**src/rtl/dac_sample_transmitter_pkg.sv**
```systemverilog
// Shared types and helpers for the DAC sample transmitter.
// State encoding, default frame geometry, sample code conversion.
package dac_sample_transmitter_pkg;

   localparam int DATA_BITS = 16;
   localparam int CMD_BITS  = 8;
   localparam int W         = CMD_BITS + DATA_BITS;

   typedef enum logic [2:0] {
      ST_IDLE,
      ST_SETUP,
      ST_SHIFT,
      ST_HOLD,
      ST_LDAC
   } state_t;

   // Two's complement to offset binary is an MSB inversion;
   // the lower bits pass through unchanged.
   function automatic logic to_offset_binary_msb(
      input logic msb,
      input bit   offset_en
   );
      return offset_en ? ~msb : msb;
   endfunction

endpackage

```
**src/rtl/dac_sample_transmitter_shifter.sv**
```systemverilog
// spi_frame_shifter: serialises a W-bit frame MSB first, SPI mode 0.
// Ports: clk, reset (async low), frame/load, shift_en -> sclk, mosi, done.
module spi_frame_shifter #(
   parameter int W          = 24,
   parameter int clkDivider = 2
) (
   input  logic         clk,
   input  logic         reset,
   input  logic [W-1:0] frame,
   input  logic         load,
   input  logic         shift_en,
   output logic         sclk,
   output logic         mosi,
   output logic         done
);

   localparam int DIV_BITS = $clog2(clkDivider + 1);
   localparam int BIT_BITS = $clog2(W + 1);

   logic [W-1:0]        shreg;
   logic [DIV_BITS-1:0] div_cnt;
   logic [BIT_BITS-1:0] bit_cnt;
   logic                phase;
   logic                half_end;

   assign half_end = (div_cnt == DIV_BITS'(clkDivider - 1));
   assign done     = shift_en && phase && half_end
                     && (bit_cnt == '0);
   assign sclk     = phase;
   assign mosi     = shreg[W-1];

   always_ff @(posedge clk or negedge reset) begin
      if (!reset) begin
         shreg   <= '0;
         div_cnt <= '0;
         bit_cnt <= '0;
         phase   <= 1'b0;
      end else if (load) begin
         shreg   <= frame;
         div_cnt <= '0;
         bit_cnt <= BIT_BITS'(W - 1);
         phase   <= 1'b0;
      end else if (shift_en) begin
         if (half_end) begin
            div_cnt <= '0;
            phase   <= ~phase;
            // Advance on the falling edge, but keep bit 0 on the
            // line after the last high phase for the hold window.
            if (phase && (bit_cnt != '0)) begin
               shreg   <= {shreg[W-2:0], 1'b0};
               bit_cnt <= bit_cnt - 1'b1;
            end
         end else begin
            div_cnt <= div_cnt + 1'b1;
         end
      end
   end

endmodule

```
**src/rtl/dac_sample_transmitter.sv**
```systemverilog
// Sends controller samples to an SPI DAC as {command, data} frames.
// Ports: clk, reset (async low), sample/sample_valid, command, enable ->
//        sclk, cs_n, mosi, ldac_n, busy, sent_pulse, dropped_count.
module dac_sample_transmitter
   import dac_sample_transmitter_pkg::*;
#(
   parameter int dataBitSize     = DATA_BITS,
   parameter int cmdBitSize      = CMD_BITS,
   parameter int clkDivider      = 2,
   parameter int csSetupCycles   = 1,
   parameter int csHoldCycles    = 1,
   parameter int ldacCycles      = 1,
   parameter bit useOffsetBinary = 1'b1
) (
   input  logic                   clk,
   input  logic                   reset,
   input  logic [dataBitSize-1:0] sample,
   input  logic                   sample_valid,
   input  logic [cmdBitSize-1:0]  command,
   input  logic                   enable,
   output logic                   sclk,
   output logic                   cs_n,
   output logic                   mosi,
   output logic                   ldac_n,
   output logic                   busy,
   output logic                   sent_pulse,
   output logic [15:0]            dropped_count
);

   localparam int FRAME_W = cmdBitSize + dataBitSize;

   state_t                 state, state_n;
   logic [15:0]            cnt, cnt_n;
   logic [dataBitSize-1:0] pend;
   logic                   pend_full;
   logic                   load_en;
   logic                   load;
   logic                   capture;
   logic                   sh_en;
   logic                   sh_done;
   logic                   sh_mosi;
   logic                   in_frame;
   logic [dataBitSize-1:0] data;
   logic [FRAME_W-1:0]     frame;

   assign capture = sample_valid && enable;

   always_comb begin
      data = pend;
      data[dataBitSize-1] =
         to_offset_binary_msb(pend[dataBitSize-1], useOffsetBinary);
   end

   assign frame = {command, data};

   // Holding buffer: latest sample wins; an unconsumed one is counted.
   // Load permission is registered so a re-enable behaves like a
   // fresh strobe (two cycles to chip select).
   always_ff @(posedge clk or negedge reset) begin
      if (!reset) begin
         pend          <= '0;
         pend_full     <= 1'b0;
         load_en       <= 1'b0;
         dropped_count <= '0;
      end else begin
         load_en <= enable;
         if (capture) begin
            pend      <= sample;
            pend_full <= 1'b1;
            if (pend_full && !load && (dropped_count != 16'hFFFF))
               dropped_count <= dropped_count + 16'd1;
         end else if (load) begin
            pend_full <= 1'b0;
         end
      end
   end

   always_ff @(posedge clk or negedge reset) begin
      if (!reset) begin
         state <= ST_IDLE;
         cnt   <= '0;
      end else begin
         state <= state_n;
         cnt   <= cnt_n;
      end
   end

   always_comb begin
      state_n    = state;
      cnt_n      = cnt;
      load       = 1'b0;
      sh_en      = 1'b0;
      sent_pulse = 1'b0;
      unique case (state)
         ST_IDLE: begin
            if (pend_full && load_en) begin
               load    = 1'b1;
               state_n = ST_SETUP;
               cnt_n   = '0;
            end
         end
         ST_SETUP: begin
            if (cnt == 16'(csSetupCycles - 1)) begin
               state_n = ST_SHIFT;
               cnt_n   = '0;
            end else begin
               cnt_n = cnt + 16'd1;
            end
         end
         ST_SHIFT: begin
            sh_en = 1'b1;
            if (sh_done) begin
               state_n = ST_HOLD;
               cnt_n   = '0;
            end
         end
         ST_HOLD: begin
            if (cnt == 16'(csHoldCycles - 1)) begin
               state_n = ST_LDAC;
               cnt_n   = '0;
            end else begin
               cnt_n = cnt + 16'd1;
            end
         end
         ST_LDAC: begin
            if (cnt == 16'(ldacCycles - 1)) begin
               state_n    = ST_IDLE;
               cnt_n      = '0;
               sent_pulse = 1'b1;
            end else begin
               cnt_n = cnt + 16'd1;
            end
         end
         default: begin
            state_n = ST_IDLE;
            cnt_n   = '0;
         end
      endcase
   end

   spi_frame_shifter #(
      .W          (FRAME_W),
      .clkDivider (clkDivider)
   ) u_shifter (
      .clk      (clk),
      .reset    (reset),
      .frame    (frame),
      .load     (load),
      .shift_en (sh_en),
      .sclk     (sclk),
      .mosi     (sh_mosi),
      .done     (sh_done)
   );

   assign in_frame = (state == ST_SETUP) || (state == ST_SHIFT)
                     || (state == ST_HOLD);
   assign cs_n     = ~in_frame;
   assign mosi     = in_frame & sh_mosi;
   assign ldac_n   = (state != ST_LDAC);
   assign busy     = (state != ST_IDLE);

endmodule
```
**config.mk**
```make
export PLATFORM = sky130hd
export DESIGN_NAME = dac_sample_transmitter
export DESIGN_NICKNAME = d
export VERILOG_FILES = /design/src/rtl/dac_sample_transmitter_pkg.sv /design/src/rtl/dac_sample_transmitter_shifter.sv /design/src/rtl/dac_sample_transmitter.sv
export SDC_FILE = /design/constraint.sdc
export NUM_CORES = 1
export LEC_CHECK = 0
export ABC_AREA = 1
export BUFFER_PORTS_ARGS = -buffer_cell sky130_fd_sc_hd__buf_4
export CAP_MARGIN = 15
export CORE_MARGIN = 1.5
export CORE_UTILIZATION = 40
export CTS_BUF_LIST = sky130_fd_sc_hd__clkbuf_8
export DETAILED_ROUTE_END_ITERATION = 10
export PLACE_DENSITY_LB_ADDON = 0.2
export SKIP_CTS_REPAIR_TIMING = 1
export SYNTH_ARGS = -nofsm -noshare
export SYNTH_HDL_FRONTEND = slang
export SYNTH_HIERARCHICAL = 1
export SYNTH_SLANG_ARGS = --single-unit
```
**constraint.sdc**
```tcl
create_clock -name clk -period 2.2 [get_ports clk]
set_clock_uncertainty 0.15 [all_clocks]
set_input_delay 0.44 -clock clk [delete_from_list [all_inputs] [get_ports clk]]
set_output_delay 0.44 -clock clk [all_outputs]
set_load 0.05 [all_outputs]
```
# == Word level (Yosys, flattened, before mapping) ==
# Cells that the tools add are included.
# word_totals
ff_bits,85
inputBits,28
wordCells,87
# classes
addsub,4
n_eq_ne,12
n_mux,31
bitwise_logic,4
n_reduce_logical,26
# op_table
cell,n
$mux W24,4
$mux W16,3
$pmux W16 S3,1
$add A16 B1 Y16 const B,2
$mux W5,4
$logic_not A16 Y1,1
$ne A16 B16 Y1 const B,1
$mux W3,5
$pmux W3 S5,1
$mux W1,10
$ne A2 B2 Y1 const B,5
$logic_and A1 B1 Y1,8
$reduce_bool A2 Y1,4
$eq A3 B2 Y1 const B,2
$mux W2,3
$reduce_and A2 Y1,3
$logic_not A5 Y1,1
$reduce_and A5 Y1,1
$reduce_bool A5 Y1,1
$sub A5 B1 Y5 const B,1
$eq A3 B1 Y1 const B,1
$eq A3 B3 Y1 const B,1
$logic_not A3 Y1,1
$ne A3 B3 Y1 const B,1
other kinds (9),12

# == Depth between registers and ports, before layout ==
# logic_depth
ltp_word,7
depth_mapped,12
mapped_depth_nobuf,12

# == Hierarchy ==
# Netlist, hierarchy kept.
# by_module_without_submodules
mod,n_inst,cells_each,area_per_inst_um2,seq_area_each_um2
dac_sample_transmitter,1,387,3001.6,1326.3
spi_frame_shifter,1,160,1681.6,800.8

# == Worst setup path before layout ==
# OpenSTA, ideal clock, no wires.
# synth_path
path_type,register to output
startpoint,register state[1]
endpoint,output port sent_pulse
t_arrival_ns,1.816
path_slack_ns,-0.206
path_stages_with_launch,4
path_cell_list,dfrtp_1 > inv_1 > nand3_1 > nor2_1
# synth_via
elab_chain_len,2
# synth_rtl
item,line,text
start: declaration,dac_sample_transmitter.sv:32,"state_t state, state_n;"
start signal: assignment,dac_sample_transmitter.sv:83,state <= state_n;
$eq A3 B3 Y1,dac_sample_transmitter.sv:94,unique case (state)
$mux W1,dac_sample_transmitter.sv:94,
end: declaration,dac_sample_transmitter.sv:26,"output logic sent_pulse,"
# No other way between the ends.

# == Worst setup path after layout ==
# layout_path
startpoint,register state[0]
endpoint,output port mosi
# layout_via
elab_chain_len,4
elab_cells_between_ends,6
# layout_rtl
item,line,text
$eq A3 B1 Y1 or $eq A3 B2 Y1 (tied branches),dac_sample_transmitter.sv:155,assign in_frame = (state == ST_SETUP) || (state == ST_SHIFT)
$logic_or A1 B1 Y1,dac_sample_transmitter.sv:155,
$logic_or A1 B1 Y1 *,dac_sample_transmitter.sv:156,|| (state == ST_HOLD);
$and A1 B1 Y1 *,dac_sample_transmitter.sv:158,assign mosi = in_frame & sh_mosi;
end: declaration,dac_sample_transmitter.sv:23,"output logic mosi,"
# Mark *: on every way between the ends. The rest lies on a longest branch, timed or not.

==> out/results.ini <==
[logic_synthesis]
synth_most_common_cell=nand2_1
synthFlopType=dfrtp_1
synth_commonest_cells=nand2_1 (179), dfrtp_1 (85), nor2_1 (50)
synthCells=547
yosysSeqAreaShare=0.454
synth_edf_count=0
yosysTopAreaCellShare=0.454
synth_area_leaders=dfrtp_1 (45%), nand2_1 (14%), mux2i_1 (4.7%)
synth_area_per_cell_um2=8.56
syn_nets=579
ys_ff_latch=85
synth_warnings=6
synthDistinctLibCells=37
synth_top_cell_by_area=dfrtp_1
netlist_area_mm2=0.00468
synth-async-reset-ratio=1.00

[pwr]
p_per_area_mw_per_mm2=989
total_power_mw=5.44
peakVddDrop_mv=0.537
leakage_nw=2.59

[floorplanning]
die_width_um=111
initial_core_util=0.410
dieArea_mm2=0.0124
die_h_um=111
row_count=39
pin_count=50
core_mm2=0.0114

[timing]
setup_slack_ps=23.0
period_needed_ps=2180
relSlewSlack=0.733
rsz0062_at_grt=yes
worst_pin_slew_ps=400
setup_viol=0
hold_viol_final=0
finalCritPeriodShare=0.990
max_freq_ghz=0.459
slew_viol_final=0

[worst_setup_path]
crit_arrival_ps=1590
cp.required_ps=1610
worstSetupStartpointType=flop
end_kind=primary output
critPathKind=reg2out
crit_start=state[0]
r2r_start=state[0]
crit_fanout=4

[clocking]
clock_sinks=85
root_buffer=clkbuf_8
insertion_delay_ps=380
clkTransAtPathRegs_ps=90
cts_tree=built
htree_levels=3
cts.path.max_buffers=2
numCtsBuffers=9

[grt]
grt_use_met3=0.0301
busiest_layer=met2
antenna_found_initial=0
grt_max_degree=55
met1_usage=0.210
grt_overflow=0
use_met2=0.268
grt_pass1_wl_um=16500
first_global_vias=3623
track_usage=0.164

[hold_path]
hold_class=in2reg
hold_path_startpoint=enable

[cells_and_area]
multiInputGateArea_mm2=0.00228
antennaDiodeCount=0
syn2layout_area_growth_pct=17.4
seq_area_mm2=0.00214
layout.nets=643
nFillCells=1109
utilization=0.481
final_layout_size_suffix_gt1_frac=0.265

[drt]
firstDrtPassIters=4
drtAntennaViolNets=0
viasPerCell=4.90
routed_wl_um=9470
wl_per_cell_um=12.5
drt_iter0_markers=139
vias=3721
post-route-drc-count=0

[place]
dpl.hpwl_um=6830
io_buffers=49
pre_cts_ws_ps=191
globalplace.congestion=0.849

[outcome]
status=completed

[flow_run]
maxCapViolCount=0

-- where the power goes --
group / total, mW / switching (mW) / internal (mW)
Clock: 1.04 / 0.621 / 0.421
Combinational: 2.21 / 1.40 / 0.807
Sequential: 2.18 / 0.279 / 1.91
-- layout make-up --
class	count	area share
multi-input cells	400	0.415
flip-flops and latches	85	0.389
repair buffers	66	0.0972
inverters	49	0.0344
well taps	143	0.0325
clock buffers	9	0.0225
clock inverters	7	0.0100
-- critical path, stage by stage, from the launching register on --
cell and delay (ps):
dfrtp_2 450, nor2_4 170, nand2_4 90, inv_2 70, buf_6 100, nor2_4 40
nor2_2 120, buf_6 170
-- worst paths after layout --
kind,slack (ps),cells past startpoint,endpoint
worst max register to register,180,7,u_shifter/shreg[10]
max in group asynchronous,1040,3,cnt[12]
worst min-delay path,30,1,load_en
worst min register to register,330,2,u_shifter/bit_cnt[4]
worst max-delay path,20,7,mosi
min in group asynchronous,360,2,cnt[3]
-- metal layers --
metal / up-vias / share of wire
li1: 1892 / -
met1: 1761 / 0.47
met2: 54 / 0.48
met3: 14 / 0.029
met4: 0 / 0.022
met5: - / 0
-- stage by stage --
step / setup TNS [ps] / hold WS, ps / area (um^2) / instances
after floorplan: -1.12 / -5.59 / 4690 / 547
after global placement: 0 / 232 / 5190 / 736
after detailed placement: 0 / 230 / 5190 / 736
after CTS: -179 / -193 / 5370 / 752
after global routing: -86.7 / 16.4 / 5500 / 759
final: 0 / 34.3 / 5500 / 759
-- flip-flops by register name, indices dropped and copies added (netlist names) --
register and count:
pend_full 1, u_shifter/bit_cnt 5, dropped_count 16, u_shifter/shreg 24, state 3, u_shifter/div_cnt 2, cnt 16, load_en 1
u_shifter/sclk 1, pend 16
-- logic make-up (layout without fill, tap and decap cells) --
family / count (synthesis) / in the layout / share of synthesized area
multiplexers: 37 / 37 / 0.0831
flip-flops: 85 / 85 / 0.454
AO/OA/AOI/OAI: 50 / 50 / 0.0775
AND/OR/NAND/NOR: 298 / 298 / 0.284
buffers and inverters: 62 / 131 / 0.0703
XOR/XNOR: 11 / 11 / 0.0206
adder cells (fa/ha/maj): 4 / 4 / 0.0107
-- layout by cell type (no fill, tap or decap), types with 4 or more instances in the layout --
cell      instances
xor2_1            7
dfrtp_1          77
xnor2_1           4
inv_6             4
o21ai_1          12
nand3_1          38
inv_1            42
nor2_1           43
o21ai_0           8
dfrtp_2           8
nor2_4            6
inv_2             6
nand3_2           4
nor2_2            8
nand2_1         178
mux2i_1          22
o21ai_2          21
clkbuf_8          9
mux2_2           15
buf_4            60
nand4_1          11
No activity file was read; power rests on OpenSTA's default activity.
